## config.mk

```make
export PLATFORM = sky130hd
export DESIGN_NAME = lsu_mem_port
export DESIGN_NICKNAME = d
export VERILOG_FILES = /design/src/rtl/lsu_pkg.sv /design/src/rtl/lsu_load_align.sv /design/src/rtl/lsu_mem_port.sv
export SDC_FILE = /design/constraint.sdc
export NUM_CORES = 1
export LEC_CHECK = 0
export BUFFER_PORTS_ARGS = -buffer_cell sky130_fd_sc_hd__buf_2
export CORE_ASPECT_RATIO = 1.4
export CORE_MARGIN = 10
export CORE_UTILIZATION = 40
export CTS_BUF_LIST = sky130_fd_sc_hd__clkbuf_16
export DETAILED_ROUTE_END_ITERATION = 10
export PLACE_DENSITY = 0.7
export SETUP_SLACK_MARGIN = 0.02
export SYNTH_ARGS = -nofsm -noshare
export SYNTH_HDL_FRONTEND = slang
export SYNTH_SLANG_ARGS = --single-unit
export TNS_END_PERCENT = 5
```

## constraint.sdc

```tcl
create_clock -name i_clk -period 3.6 [get_ports i_clk]
set_input_delay 0.36 -clock i_clk [delete_from_list [all_inputs] [get_ports i_clk]]
set_output_delay 0.36 -clock i_clk [all_outputs]
set_load 0.02 [all_outputs]
```

## src/rtl/lsu_pkg.sv

```systemverilog
// ----------------------------------------------------------------------------
// lsu_pkg
// Shared types and helpers for the load/store memory port.
//   - ALU_* opcodes for the memory instructions and the ENABLE level used on
//     the is_load/is_store flags coming from the MEM stage.
//   - lsu_state_e : transaction state (IDLE, BUSY, RESP).
//   - lsu_size_e  : access width (byte, half, word).
//   - size_of / is_signed_load : decode an alucode into width and extension.
//   - be_gen / wdata_pos / misaligned : byte-lane helpers for one access.
// ----------------------------------------------------------------------------
package lsu_pkg;

    localparam logic [5:0] ALU_LB  = 6'd18;
    localparam logic [5:0] ALU_LH  = 6'd19;
    localparam logic [5:0] ALU_LW  = 6'd20;
    localparam logic [5:0] ALU_LBU = 6'd21;
    localparam logic [5:0] ALU_LHU = 6'd22;
    localparam logic [5:0] ALU_SB  = 6'd23;
    localparam logic [5:0] ALU_SH  = 6'd24;
    localparam logic [5:0] ALU_SW  = 6'd25;

    localparam logic ENABLE = 1'b1;

    typedef enum logic [1:0] {IDLE, BUSY, RESP} lsu_state_e;
    typedef enum logic [1:0] {SZ_B, SZ_H, SZ_W} lsu_size_e;

    // Anything that is not a byte or half op is treated as a full word.
    function automatic lsu_size_e size_of(input logic [5:0] alucode);
        case (alucode)
            ALU_LB, ALU_LBU, ALU_SB: return SZ_B;
            ALU_LH, ALU_LHU, ALU_SH: return SZ_H;
            default:                 return SZ_W;
        endcase
    endfunction

    function automatic logic is_signed_load(input logic [5:0] alucode);
        return (alucode == ALU_LB) || (alucode == ALU_LH);
    endfunction

    function automatic logic [3:0] be_gen(input lsu_size_e size, input logic [1:0] off);
        case (size)
            SZ_B:    return 4'b0001 << off;
            SZ_H:    return 4'b0011 << off;
            default: return 4'b1111;
        endcase
    endfunction

    // Bytes are replicated to every lane; halves are shifted into place.
    function automatic logic [31:0] wdata_pos(input lsu_size_e size, input logic [1:0] off,
                                              input logic [31:0] wdata);
        case (size)
            SZ_B:    return {4{wdata[7:0]}};
            SZ_H:    return {16'h0000, wdata[15:0]} << {off, 3'b000};
            default: return wdata;
        endcase
    endfunction

    function automatic logic misaligned(input lsu_size_e size, input logic [1:0] off);
        case (size)
            SZ_B:    return 1'b0;
            SZ_H:    return off == 2'd3;
            default: return off != 2'd0;
        endcase
    endfunction

endpackage

```

## src/rtl/lsu_load_align.sv

```systemverilog
// ----------------------------------------------------------------------------
// lsu_load_align
// Combinational load extractor: picks the addressed byte/half out of a full
// memory word and sign- or zero-extends it to 32 bits.
// Ports:
//   i_rdata  [31:0]  full word returned by memory
//   i_off    [1:0]   byte offset within the word
//   i_size           access width (lsu_size_e)
//   i_signed         1 = sign-extend byte/half
//   o_data   [31:0]  extended load result
// ----------------------------------------------------------------------------
module lsu_load_align
    import lsu_pkg::*;
(
    input  logic [31:0] i_rdata,
    input  logic [1:0]  i_off,
    input  lsu_size_e   i_size,
    input  logic        i_signed,
    output logic [31:0] o_data
);

    logic [31:0] w_shifted;

    // Bring the addressed lane down to bit 0 so byte and half share one path.
    assign w_shifted = i_rdata >> {i_off, 3'b000};

    always_comb begin
        o_data = i_rdata;
        case (i_size)
            SZ_B:    o_data = {{24{i_signed & w_shifted[7]}},  w_shifted[7:0]};
            SZ_H:    o_data = {{16{i_signed & w_shifted[15]}}, w_shifted[15:0]};
            default: o_data = i_rdata;
        endcase
    end

endmodule

```

## src/rtl/lsu_mem_port.sv

```systemverilog
// ----------------------------------------------------------------------------
// lsu_mem_port
// Core-side load/store initiator. Takes one load or store from the MEM stage,
// issues a word-addressed memory request with byte enables, waits for the ack
// (or times out after WAIT_MAX cycles) and returns a one-cycle response.
// Ports:
//   i_clk, i_rst_n                 clock / async active-low reset
//   i_req_valid, o_req_ready       MEM stage handshake (ready only in IDLE)
//   i_alucode, i_is_load,
//   i_is_store, i_addr, i_wdata    the operation being offered
//   o_mem_req, o_mem_we,
//   o_mem_addr, o_mem_be,
//   o_mem_wdata                    memory request, held until i_mem_ack
//   i_mem_ack, i_mem_rdata         memory completion and read word
//   o_resp_valid, o_resp_data,
//   o_resp_misalign, o_resp_buserr one-cycle response and its fault flags
// ----------------------------------------------------------------------------
module lsu_mem_port
    import lsu_pkg::*;
#(
    parameter int WAIT_MAX = 255
) (
    input  logic        i_clk,
    input  logic        i_rst_n,
    input  logic        i_req_valid,
    output logic        o_req_ready,
    input  logic [5:0]  i_alucode,
    input  logic        i_is_load,
    input  logic        i_is_store,
    input  logic [31:0] i_addr,
    input  logic [31:0] i_wdata,
    output logic        o_mem_req,
    output logic        o_mem_we,
    output logic [29:0] o_mem_addr,
    output logic [3:0]  o_mem_be,
    output logic [31:0] o_mem_wdata,
    input  logic        i_mem_ack,
    input  logic [31:0] i_mem_rdata,
    output logic        o_resp_valid,
    output logic [31:0] o_resp_data,
    output logic        o_resp_misalign,
    output logic        o_resp_buserr
);

    localparam int                CNT_W    = (WAIT_MAX > 1) ? $clog2(WAIT_MAX) : 1;
    localparam logic [CNT_W-1:0]  CNT_LAST = CNT_W'(WAIT_MAX - 1);

    lsu_state_e       r_state;
    lsu_state_e       w_next_state;
    lsu_size_e        r_size;
    logic             r_signed;
    logic [1:0]       r_off;
    logic [CNT_W-1:0] r_cnt;
    logic             r_mem_req;
    logic             r_mem_we;
    logic [29:0]      r_mem_addr;
    logic [3:0]       r_mem_be;
    logic [31:0]      r_mem_wdata;
    logic [31:0]      r_resp_data;
    logic             r_resp_misalign;
    logic             r_resp_buserr;

    lsu_size_e        w_size;
    logic             w_is_store;
    logic             w_op;
    logic             w_accept;
    logic             w_misalign;
    logic             w_ack;
    logic             w_timeout;
    logic [31:0]      w_load_data;

    lsu_load_align u_align (
        .i_rdata  (i_mem_rdata),
        .i_off    (r_off),
        .i_size   (r_size),
        .i_signed (r_signed),
        .o_data   (w_load_data)
    );

    // State register.
    always_ff @(posedge i_clk or negedge i_rst_n) begin
        if (!i_rst_n) begin
            r_state <= IDLE;
        end else begin
            r_state <= w_next_state;
        end
    end

    // Next state plus the per-state events. The ack only counts while the
    // request is actually out, so a late ack after a timeout is ignored.
    always_comb begin
        w_size       = size_of(i_alucode);
        w_is_store   = (i_is_store == ENABLE);
        w_op         = (i_is_load == ENABLE) || w_is_store;
        w_misalign   = misaligned(w_size, i_addr[1:0]);
        w_accept     = 1'b0;
        w_ack        = 1'b0;
        w_timeout    = 1'b0;
        w_next_state = r_state;
        case (r_state)
            IDLE: begin
                w_accept = i_req_valid & w_op;
                if (w_accept) begin
                    w_next_state = w_misalign ? RESP : BUSY;
                end
            end
            BUSY: begin
                w_ack     = i_mem_ack & r_mem_req;
                w_timeout = ~w_ack & (r_cnt == CNT_LAST);
                if (w_ack || w_timeout) begin
                    w_next_state = RESP;
                end
            end
            RESP:    w_next_state = IDLE;
            default: w_next_state = IDLE;
        endcase
    end

    // Datapath: the request is captured on accept, the wait counter runs in
    // BUSY, and the response fields are cleared again on the way out of RESP.
    always_ff @(posedge i_clk or negedge i_rst_n) begin
        if (!i_rst_n) begin
            r_size          <= SZ_B;
            r_signed        <= 1'b0;
            r_off           <= 2'd0;
            r_cnt           <= '0;
            r_mem_req       <= 1'b0;
            r_mem_we        <= 1'b0;
            r_mem_addr      <= '0;
            r_mem_be        <= 4'b0000;
            r_mem_wdata     <= '0;
            r_resp_data     <= '0;
            r_resp_misalign <= 1'b0;
            r_resp_buserr   <= 1'b0;
        end else begin
            case (r_state)
                IDLE: begin
                    if (w_accept) begin
                        r_size          <= w_size;
                        r_signed        <= is_signed_load(i_alucode);
                        r_off           <= i_addr[1:0];
                        r_cnt           <= '0;
                        r_mem_req       <= ~w_misalign;
                        r_mem_we        <= w_is_store;
                        r_mem_addr      <= i_addr[31:2];
                        r_mem_be        <= be_gen(w_size, i_addr[1:0]);
                        r_mem_wdata     <= w_is_store ? wdata_pos(w_size, i_addr[1:0], i_wdata) : 32'h0;
                        r_resp_data     <= '0;
                        r_resp_misalign <= w_misalign;
                        r_resp_buserr   <= 1'b0;
                    end
                end
                BUSY: begin
                    if (w_ack) begin
                        r_mem_req   <= 1'b0;
                        r_resp_data <= r_mem_we ? 32'h0 : w_load_data;
                    end else if (w_timeout) begin
                        r_mem_req     <= 1'b0;
                        r_resp_buserr <= 1'b1;
                        r_resp_data   <= '0;
                    end else begin
                        r_cnt <= r_cnt + 1'b1;
                    end
                end
                RESP: begin
                    r_resp_data     <= '0;
                    r_resp_misalign <= 1'b0;
                    r_resp_buserr   <= 1'b0;
                end
                default: begin
                    r_mem_req <= 1'b0;
                end
            endcase
        end
    end

    assign o_req_ready     = (r_state == IDLE);
    assign o_resp_valid    = (r_state == RESP);
    assign o_mem_req       = r_mem_req;
    assign o_mem_we        = r_mem_we;
    assign o_mem_addr      = r_mem_addr;
    assign o_mem_be        = r_mem_be;
    assign o_mem_wdata     = r_mem_wdata;
    assign o_resp_data     = r_resp_data;
    assign o_resp_misalign = r_resp_misalign;
    assign o_resp_buserr   = r_resp_buserr;

endmodule
```

==> flow_metrics.py, run 1 <==
metrics = {
    "run_status": {
        "status": "complete, no violations",
    },
    "placed_design": {
        "dp_hpwl_mm": 13.3,
        "io_buffers": 211,
        "dp_cells": 955,
        "place_area_sq_um": 6740,
        "routabilityCongestion": 0.834,
    },
    "setup_path": {
        "arrival_ns": 2.58,
        "crit_type": "reg -> reg",
        "max_stage_delay_ns": 0.79,
        "endpoint_kind": "flip-flop",
        "startpoint_type": "flip-flop",
        "cp_slowest_cell": "dfrtp_1",
        "crit_chain": "mux4_2, a21oi_2, or2b_4, a21oi_1, a221o_1",
        "crit_path_max_fanout": 15,
        "crit_start": "r_off[1]",
        "worstPathRequired_ns": 3.88,
        "reg2reg_from": "r_off[1]",
    },
    "clocking": {
        "cts.sinks": 117,
        "clockBufferDepth": 2,
        "cts_tree": "built",
        "numCtsBuffers": 17,
        "clock-root-buffer": "clkbuf_16",
        "insertion_delay_ns": 0.41,
        "clk_pin_slew_ns": 0.06,
        "htreeDepth": 4,
    },
    "yosys": {
        "yosys.area_share.adder_pct": 0.448,
        "synthMuxAreaShare_pct": 3.65,
        "synth_compound_area_share_pct": 21.1,
        "yosysWarnings": 0,
        "syn-cell-area_sq_um": 5580,
        "ys_ff_latch": 117,
        "synth.avg_cell_area_sq_um": 9.45,
        "synth_flop_cell": "dfrtp_1",
        "seq_area_frac_synth_pct": 52.4,
        "synth_top_family_by_area": "compound AO/OA/AOI/OAI gates",
        "synthSimpleGateAreaFrac_pct": 17.8,
        "synth_cells": 591,
        "synthDistinctLibCells": 56,
        "synth_edf_count": 0,
        "synth_xor_area_share_pct": 0.628,
        "async_flop_share_pct": 100,
        "syn-num-nets": 701,
    },
    "power": {
        "p_switching_w": 0.00236,
        "p_int_w": 0.00334,
        "total_leakage_power_nw": 3.74,
        "combPwrFrac_pct": 36.9,
        "switching_share_pct": 41.4,
        "power_density_nw_per_um2": 781,
        "seqPwrFrac_pct": 35.9,
        "power_frac_clock_pct": 27.3,
        "ir_drop_mv": 0.424,
    },
    "floorplan": {
        "core_region_area_sq_um": 13800,
        "start_util_pct": 40.5,
        "die_w_microns": 120,
        "dieArea_sq_um": 19100,
        "ios": 212,
        "die_h_microns": 160,
        "floorplan.rows": 51,
    },
    "layout": {
        "fillers": 1331,
        "multi_input_area_sq_um": 2440,
        "postLayoutCellArea_sq_um": 7300,
        "diodes": 0,
        "final_cells": 988,
        "regArea_sq_um": 2930,
        "drive_gt1_share_pct": 34.4,
        "syn_to_final_growth_pct": 30.8,
        "final_nets": 900,
        "mostFrequentLayoutCells": "buf_2, nand2_1, dfrtp_1, a21oi_1, nor2_1",
        "layout_commonest_cell": "buf_2",
    },
    "route": {
        "viasPerCell": 5.25,
        "num_vias": 5191,
        "drc_errors": 0,
        "ant_nets": 0,
        "drt-pass1-iter-count": 5,
        "routedWlPerCell_microns": 18.0,
        "drt_iter0_drc": 389,
        "routed_wl_mm": 17.8,
    },
    "timing": {
        "worst_pin_slew_ns": 1.01,
        "fmax_mhz": 436,
        "hold_violations": 0,
        "period_minus_slack_ns": 2.30,
        "max_slew_margin_pct": 32.9,
        "drv_slew": 0,
        "tns_ns": 0,
        "fin_skew_ns": 0.00991,
        "period_share_pct": 63.8,
        "rsz0062_at_grt": "false",
        "setup_viol": 0,
    },
    "grt": {
        "grt_first_pass_wirelength_mm": 29.0,
        "grtUsageTotal_pct": 18.5,
        "antenna_found_initial": 0,
        "grt_pass1_vias": 5466,
        "grt_overflow_total": 0,
        "grt_max_degree": 76,
    },
    "worst_hold_path": {
        "min_path_type": "in -> reg",
        "hold_path.startpoint": "i_addr[9]",
    },
    "flow_run": {
        "drv_cap": 0,
    },
}
-- final timing paths --
path	endpoint	slack, ns	cells past startpoint
min in group asynchronous	o_resp_data[25]	0.52	2
max reg2reg	o_resp_data[9]	1.30	5
min	o_mem_addr[7]	0.13	3
min reg2reg	o_mem_addr[23]	0.47	2
max in group asynchronous	o_mem_wdata[3]	2.29	3
max	o_resp_data[9]	1.30	5
-- stage by stage --
| stage | util (%) | power (W) | setup slack, ns | hold WS, ns |
|---|---|---|---|---|
| after detailed placement | 48.9 | 0.00419 | 1.34 | 0.426 |
| after floorplan | - | 0.00340 | 1.74 | 0.0644 |
| after global routing | 53.0 | 0.00608 | 1.10 | 0.123 |
| after CTS | 53.0 | 0.00578 | 1.32 | 0.113 |
| final | 53.0 | 0.00570 | 1.30 | 0.133 |
| after global placement | 48.9 | 0.00417 | 1.36 | 0.420 |
-- cell type report --
class | count | share of cell area (%)
clock inverter | 15 | 1.68
multi-input combinational | 431 | 33.5
inverter | 4 | 0.206
timing repair buffer | 219 | 15.5
clock buffer | 17 | 5.83
tap | 185 | 3.17
sequential | 117 | 40.1
-- cells by family after synthesis --
family | count (synthesis)
buffers and inverters | 43
flip-flops | 117
adder cells (fa/ha/maj) | 2
AO/OA/AOI/OAI | 176
XOR/XNOR | 4
multiplexers | 18
AND/OR/NAND/NOR | 231
-- flip-flops by register name (all words and copies together) (netlist names) --
signal and flops:
o_mem_addr 30, o_mem_be 4, o_mem_req 1, o_mem_wdata 32
o_mem_we 1, o_resp_buserr 1, o_resp_data 32, o_resp_misalign 1
r_cnt 8, r_off 2, r_signed 1, r_size 2
r_state 2
-- layer usage --
metal / track usage [%] / share of wire [%] / vias to the layer above
met5: 0 / 0 / -
met4: 6.00 / 1.7 / 0
met3: 7.66 / 10 / 19
met2: 29.8 / 48 / 241
met1: 21.8 / 40 / 2424
li1: - / - / 2507
-- synthesized netlist by cell type, types with 2 or more instances --
cell	instances	area (sq um)
dfrtp_1	117	2930
ha_1	2	25.0
o21ai_0	25	125
nor2_2	2	12.5
a31oi_1	24	150
mux2i_1	8	80.1
a21oi_1	61	305
buf_6	4	45.0
o31ai_1	2	15.0
nor2_1	36	135
o211ai_1	3	22.5
mux2_2	9	101
nand3_1	9	45.0
o21a_1	4	30.0
nor3_1	3	15.0
nand2b_1	4	25.0
or3_1	2	12.5
inv_1	4	15.0
buf_4	3	22.5
clkbuf_1	13	48.8
nor2b_1	7	43.8
buf_1	5	18.8
a22o_1	12	105
nand2_1	154	578
a22oi_1	6	45.0
buf_2	13	65.1
xnor2_1	3	26.3
o2bb2ai_1	3	26.3
a221o_1	26	260
-- worst max-delay path: cells and delay by family, from the launching register on --
| kind | cells | cell delay, ns |
|---|---|---|
| muxes | 1 | 0.65 |
| DFF | 1 | 0.79 |
| and+or+nand+nor | 1 | 0.18 |
| AOI/OAI and AO/OA | 3 | 0.55 |
-- power groups by stage --
stage | Sequential, W | Clock (W) | Combinational [W]
5_1_grt | 0.00211 | 0.00166 | 0.00232
3_5_place_dp | 0.00205 | 0 | 0.00214
6_report | 0.00205 | 0.00156 | 0.00210
3_3_place_gp | 0.00205 | 0 | 0.00211
4_1_cts | 0.00205 | 0.00159 | 0.00214
2_1_floorplan | 0.00243 | 0 | 0.000974
-- timing repair --
item,in CTS,in global routing
endpoints found under the hold margin,45,0
setup buffers,0,0
hold buffers,1,0
gates resized for setup,0,0
Note: power is estimated with default switching activity, not from simulation.
==> inputs of run 2 (changes only) <==
Settings changed: ABC_AREA set to 1, PLACE_DENSITY 0.7 to 0.71.
Clock period 3.6 ns to 2.1 ns, I/O delays scaled along.
==> run 2 against run 1 <==
  * Flip-flop and latch count stayed put
  * Routed wire length is 21% higher
  * Via count grew 31%
  * Power rose by 94%
  * Critical path type unchanged
  * Critical endpoint is now o_resp_data[5]
  * Largest cell class is now multi-input combinational cells
  * Largest power group unchanged
==> flow_metrics.py, run 2 <==
metrics = {
    "run_status": {
        "status": "complete, no violations",
    },
    "setup_path": {
        "crit_path_max_fanout": 16,
        "crit_chain": "inv_1, ha_1, nand2_1, nor2_1, nand2_1, o21ai_2, o21ai_4, nand2_1, o21ai_1",
        "cp_slowest_cell": "dfrtp_1",
        "max_stage_delay_ns": 0.41,
        "r2r_cells": 9,
        "startpoint_type": "flip-flop",
        "cp_common_cell": "nand2_1",
        "reg2reg_from": "r_cnt[0]",
        "r2r_slack_ns": 0.27,
        "worstPathRequired_ns": 2.38,
        "crit_type": "reg -> reg",
        "arrival_ns": 2.11,
        "endpoint_kind": "flip-flop",
        "rr_endpoint": "o_resp_data[5]",
    },
    "timing": {
        "drv_slew": 0,
        "max_slew_margin_pct": 61.7,
        "setup_viol": 0,
        "period_share_pct": 87.3,
        "hold_violations": 0,
        "period_minus_slack_ns": 1.83,
        "fmax_mhz": 545,
        "tns_ns": 0,
        "rsz0062_at_grt": "false",
        "fin_skew_ns": 0.0137,
        "worst_pin_slew_ns": 0.575,
    },
    "worst_hold_path": {
        "hold_path.startpoint": "i_addr[15]",
        "min_to": "o_mem_addr[13]",
        "min_path_type": "in -> reg",
        "holdPathStages": 3,
    },
    "power": {
        "power_density_nw_per_um2": 1290,
        "total_leakage_power_nw": 5.08,
        "ir_drop_mv": 0.631,
    },
    "grt": {
        "grt_pass1_vias": 6711,
        "antenna_found_initial": 3,
        "grt_max_degree": 75,
        "grt_first_pass_wirelength_mm": 33.7,
        "grt_overflow_total": 0,
        "grtUsageTotal_pct": 18.9,
    },
    "yosys": {
        "yosys.area_share.adder_pct": 0.382,
        "synth_common_cells": "nand2_1, dfrtp_1, inv_1, nor2_1, o21ai_0",
        "synth_cells": 943,
        "synthDistinctLibCells": 32,
        "async_flop_share_pct": 100,
        "yosys.area.top_type": "dfrtp_1",
        "synthSimpleGateAreaFrac_pct": 34.7,
        "synth_xor_area_share_pct": 0.134,
        "synth.most_common_cell": "nand2_1",
        "synth_area_leaders": "dfrtp_1, nand2_1, inv_1",
        "synthMuxAreaShare_pct": 0,
        "ys_ff_latch": 117,
        "yosys.area.top_type_share_pct": 44.7,
        "syn-cell-area_sq_um": 6550,
        "seq_area_frac_synth_pct": 44.7,
        "synth_flop_cell": "dfrtp_1",
        "synth_compound_area_share_pct": 9.79,
        "synth.avg_cell_area_sq_um": 6.94,
        "synth_top_family_by_area": "simple AND/OR/NAND/NOR gates",
        "syn-num-nets": 1053,
        "synth_edf_count": 0,
        "yosysWarnings": 0,
    },
    "layout": {
        "postLayoutCellArea_sq_um": 8580,
        "drive_gt1_share_pct": 23.8,
        "final_nets": 1281,
        "syn_to_final_growth_pct": 31.2,
        "layout_commonest_cell": "nand2_1",
        "fillers": 1588,
        "mostFrequentLayoutCells": "nand2_1, buf_2, dfrtp_1, inv_1, nor2_1",
    },
    "floorplan": {
        "core_region_area_sq_um": 16100,
        "start_util_pct": 40.6,
        "dieArea_sq_um": 22000,
        "ios": 212,
        "die_h_microns": 171,
        "die_w_microns": 128,
        "floorplan.rows": 55,
    },
    "placed_design": {
        "dp_hpwl_mm": 15.3,
        "place_area_sq_um": 7700,
        "io_buffers": 211,
        "routabilityCongestion": 0.872,
    },
    "route": {
        "viasPerCell": 4.91,
        "drc_errors": 0,
        "ant_nets": 0,
        "num_vias": 6792,
        "routed_wl_mm": 21.6,
        "drt-pass1-iter-count": 7,
        "routedWlPerCell_microns": 15.6,
        "drt_iter0_drc": 591,
    },
    "flow_run": {
        "drv_cap": 0,
    },
    "clocking": {
        "htreeDepth": 4,
        "numCtsBuffers": 17,
        "insertion_delay_ns": 0.41,
        "clk_pin_slew_ns": 0.05,
        "cts.sinks": 117,
        "post_cts_buffers": 0,
        "clockBufferDepth": 2,
        "clock-root-buffer": "clkbuf_16",
        "cts_tree": "built",
    },
}
[run 2: cell type report]
type	count	area (sq um)	share of cell area, %
inverters	100	375	4.37
multi-input cells	683	2960	34.5
diodes	1	2.50	0.0292
clock inverters	14	184	2.14
repair buffers	252	1460	17.0
clock buffers	17	425	4.96
well taps	199	249	2.90
flip-flops and latches	117	2930	34.1
[run 2: worst max-delay path, delay by kind of cell (launching register included)]
family | cells | cell delay (ns)
adder cells (fa/ha/maj) | 1 | 0.15
flip-flops | 1 | 0.41
AND/OR/NAND/NOR | 4 | 0.33
AO/OA/AOI/OAI | 3 | 0.70
buffers and inverters | 1 | 0.12
[run 2: how the worst max path moves through the flow]
stage / slack, ns / from / depth (start not counted) / endpoint
floorplan: 0.64 / r_cnt[0] / 10 / o_resp_data[3]
global route: 0.08 / r_cnt[0] / 9 / o_resp_data[30]
finish: 0.27 / r_cnt[0] / 9 / o_resp_data[5]
detailed placement: 0.16 / r_cnt[0] / 9 / o_resp_data[1]
global placement: 0.24 / r_cnt[0] / 9 / o_resp_data[15]
CTS: 0.16 / r_cnt[0] / 9 / o_resp_data[1]
[run 2: report_power, final]
part / internal [W] / switching (W)
logic: 0.00140 / 0.00313
registers: 0.00299 / 0.000479
clock network: 0.00197 / 0.00107
total: 0.00636 / 0.00468
[run 2: kinds of logic (layout without fill, tap and decap cells)]
group	Yosys count	in the layout
simple gates	558	558
buf+inv	144	383
compound gates	121	122
other cells	0	1
flops	117	117
fa+ha+maj	2	2
xor+xnor	1	1
[run 2: metrics by stage]
step / total power, W / util [%] / hold slack [ns] / setup WS (ns) / instances
floorplan: 0.00643 / - / -0.0856 / 0.644 / 943
global placement: 0.00784 / 47.8 / 0.212 / 0.237 / 1324
detailed placement: 0.00791 / 47.8 / 0.219 / 0.160 / 1324
CTS: 0.0110 / 53.2 / 0.00135 / 0.157 / 1381
global route: 0.0118 / 53.3 / 0.00658 / 0.0755 / 1383
finish: 0.0110 / 53.3 / 0.0123 / 0.266 / 1383
[run 2: timing repair]
action,in CTS,in global routing
hold endpoints to repair,59,0
hold buffers,26,0
endpoints found under the setup margin,0,29
resized for setup,0,1
[run 2: metal layers]
metal / wire length [microns] / vias up / global-route usage [%]
met4: 586 / 4 / 7.90
met1: 8480 / 3094 / 22.0
met3: 1700 / 48 / 5.57
li1: - / 3351 / -
met5: 27 / - / 0
met2: 10800 / 295 / 31.8
==> inputs of run 3 (changes only) <==
--- a/config.mk
+++ b/config.mk
@@ -8,4 +8,5 @@
 export ABC_AREA = 1
 export BUFFER_PORTS_ARGS = -buffer_cell sky130_fd_sc_hd__buf_2
+export CAP_MARGIN = 25
 export CORE_ASPECT_RATIO = 1.4
 export CORE_MARGIN = 10
==> constraint.sdc (replaced) <==
create_clock -name i_clk -period 2.1 [get_ports i_clk]
set_input_delay 0.315 -clock i_clk [delete_from_list [all_inputs] [get_ports i_clk]]
set_output_delay 0.315 -clock i_clk [all_outputs]
set_load 0.02 [all_outputs]
==> run 3 against run 2 <==
  * Cell area shrank 3.6%
  * Non-clock buffer count shrank 24
  * Clock skew shrank 0.0058 ns
  * Clock power shrank 11%
  * Critical endpoint is now o_mem_be[2]
  * Highest routed layer unchanged
==> flow_metrics.py, run 3 (synthesis gave the netlist of run 2 again) <==
metrics = {
    "run_status": {
        "status": "complete, no violations",
    },
    "timing": {
        "fin_skew_ns": 0.00784,
        "hold_violations": 0,
        "max_slew_margin_pct": 62.9,
        "fin_hold_ws_ns": 0.0938,
        "setup_viol": 0,
        "fin_ws_ns": 0.245,
        "fmax_mhz": 539,
        "period_minus_slack_ns": 1.86,
        "worst_pin_slew_ns": 0.556,
        "rsz0062_at_grt": "true",
        "period_share_pct": 88.3,
        "drv_slew": 0,
    },
    "clocking": {
        "htreeDepth": 4,
        "post_cts_buffers": 0,
        "clockBufferDepth": 2,
        "insertion_delay_ns": 0.41,
        "numCtsBuffers": 17,
        "clk_pin_slew_ns": 0.06,
        "cts_tree": "built",
        "clock-root-buffer": "clkbuf_16",
        "cts.sinks": 117,
    },
    "power": {
        "p_int_w": 0.00591,
        "switching_share_pct": 44.5,
        "power_density_nw_per_um2": 1290,
        "seqPwrFrac_pct": 32.7,
        "total_leakage_power_nw": 4.96,
        "combPwrFrac_pct": 41.8,
        "p_switching_w": 0.00473,
        "power_frac_clock_pct": 25.5,
        "ir_drop_mv": 0.710,
    },
    "layout": {
        "syn_to_final_growth_pct": 26.5,
        "postLayoutCellArea_sq_um": 8280,
        "drive_gt1_share_pct": 24.7,
        "mostFrequentLayoutCells": "nand2_1, buf_2, dfrtp_1, inv_1, nor2_1",
        "final_nets": 1257,
        "diodes": 0,
        "layout_commonest_cell": "nand2_1",
    },
    "setup_path": {
        "r2r_cells": 7,
        "r2r_slack_ns": 0.24,
        "crit_start": "r_state[0]",
        "crit_type": "reg -> reg",
        "arrival_ns": 2.18,
        "rr_endpoint": "o_mem_be[2]",
        "crit_path_max_fanout": 41,
        "reg2reg_from": "r_state[0]",
        "endpoint_kind": "flip-flop",
        "startpoint_type": "flip-flop",
        "worstPathRequired_ns": 2.43,
        "crit_end": "o_mem_be[2]",
    },
    "floorplan": {
        "dieArea_sq_um": 22000,
        "start_util_pct": 40.6,
        "ios": 212,
        "floorplan.rows": 55,
        "core_region_area_sq_um": 16100,
        "die_h_microns": 171,
        "die_w_microns": 128,
    },
    "route": {
        "wl_met3_mm": 1.49,
        "num_vias": 6535,
        "drt-met1-wl_mm": 8.21,
        "routedWlPerCell_microns": 15.2,
        "drt-pass1-iter-count": 6,
        "dr.max_layer_used": "met5",
        "drc_errors": 0,
        "viasPerCell": 4.81,
        "drt_iter0_drc": 470,
        "ant_nets": 0,
        "wl_met2_mm": 10.3,
        "routed_wl_mm": 20.7,
    },
    "grt": {
        "grtUsageTotal_pct": 18.5,
        "grt_first_pass_wirelength_mm": 32.9,
        "antenna_found_initial": 1,
        "grt_pass1_vias": 6563,
        "grt_overflow_total": 0,
        "grt_max_degree": 43,
    },
    "placed_design": {
        "place_area_sq_um": 7700,
        "io_buffers": 211,
        "dp_hpwl_mm": 15.4,
        "routabilityCongestion": 0.880,
        "preCtsSetupSlack_ns": 0.117,
    },
    "flow_run": {
        "drv_cap": 0,
    },
    "worst_hold_path": {
        "min_path_type": "in -> reg",
    },
}
==> run 3: cell types whose count changed in the layout (fill, tap and decap cells not counted), sizes merged <==
| cell | previous run | this run |
|---|---|---|
| clkinvlp | 5 | 4 |
| inv | 101 | 107 |
| buf | 226 | 227 |
| dlygate4sd3 | 26 | 1 |
| bufinv | 4 | 0 |
| diode | 1 | 0 |
==> run 3: metal layers <==
layer | global-route usage, % | vias to the layer above
li1 | - | 3315
met1 | 21.3 | 2948
met2 | 31.7 | 234
met3 | 5.67 | 36
met4 | 6.67 | 2
met5 | 0 | -
==> run 3: worst min-delay path by stage <==
stage	startpoint	slack, ns	to	cells past startpoint
3_5_place_dp	i_rst_n	0.35	o_resp_data[0]	1
2_1_floorplan	i_rst_n	0.02	o_mem_addr[0]	0
5_1_grt	i_addr[4]	0.08	o_mem_addr[2]	3
4_1_cts	i_addr[26]	0.08	o_mem_addr[24]	3
6_report	i_addr[3]	0.09	o_mem_addr[1]	3
3_3_place_gp	i_rst_n	0.34	o_resp_data[12]	1
==> run 3: power groups by stage <==
stage	combinational, W	sequential (W)	clock, W
6_report	0.00445	0.00348	0.00272
5_1_grt	0.00493	0.00358	0.00288
4_1_cts	0.00444	0.00348	0.00277
3_5_place_dp	0.00444	0.00349	0
3_3_place_gp	0.00436	0.00349	0
2_1_floorplan	0.00217	0.00425	0
==> run 3: worst max-delay path: stages, from the launching register on <==
cell and delay [ns]:
dfrtp_1 0.45, nor2_4 0.16, nand3_4 0.20, inv_2 0.11
buf_4 0.37, nand2_1 0.16, and3_1 0.20, o21ai_1 0.11
==> run 3: area by class of cell <==
class / instances / area (sq um)
Multi-Input combinational cell: 683 / 2960
Clock inverter: 15 / 121
Tap cell: 199 / 249
Sequential cell: 117 / 2930
Inverter: 100 / 375
Timing Repair Buffer: 228 / 1210
Fill cell: 1666 / 7830
Clock buffer: 17 / 425
==> run 3: what timing repair did <==
| action | in CTS | in global routing |
|---|---|---|
| endpoints found under the setup margin | 0 | 32 |
| hold buffers | 1 | 0 |
| endpoints found under the hold margin | 36 | 0 |
| gates resized for setup | 0 | 1 |
==> run 3: per-stage QoR <==
stage	power [W]	cells	utilization, %	TNS [ns]
after floorplan	0.00643	943	-	0
after global placement	0.00785	1325	47.8	0
after detailed placement	0.00792	1325	47.8	0
after CTS	0.0107	1358	51.3	0
after global routing	0.0114	1359	51.4	-0.00345
final	0.0106	1359	51.4	0
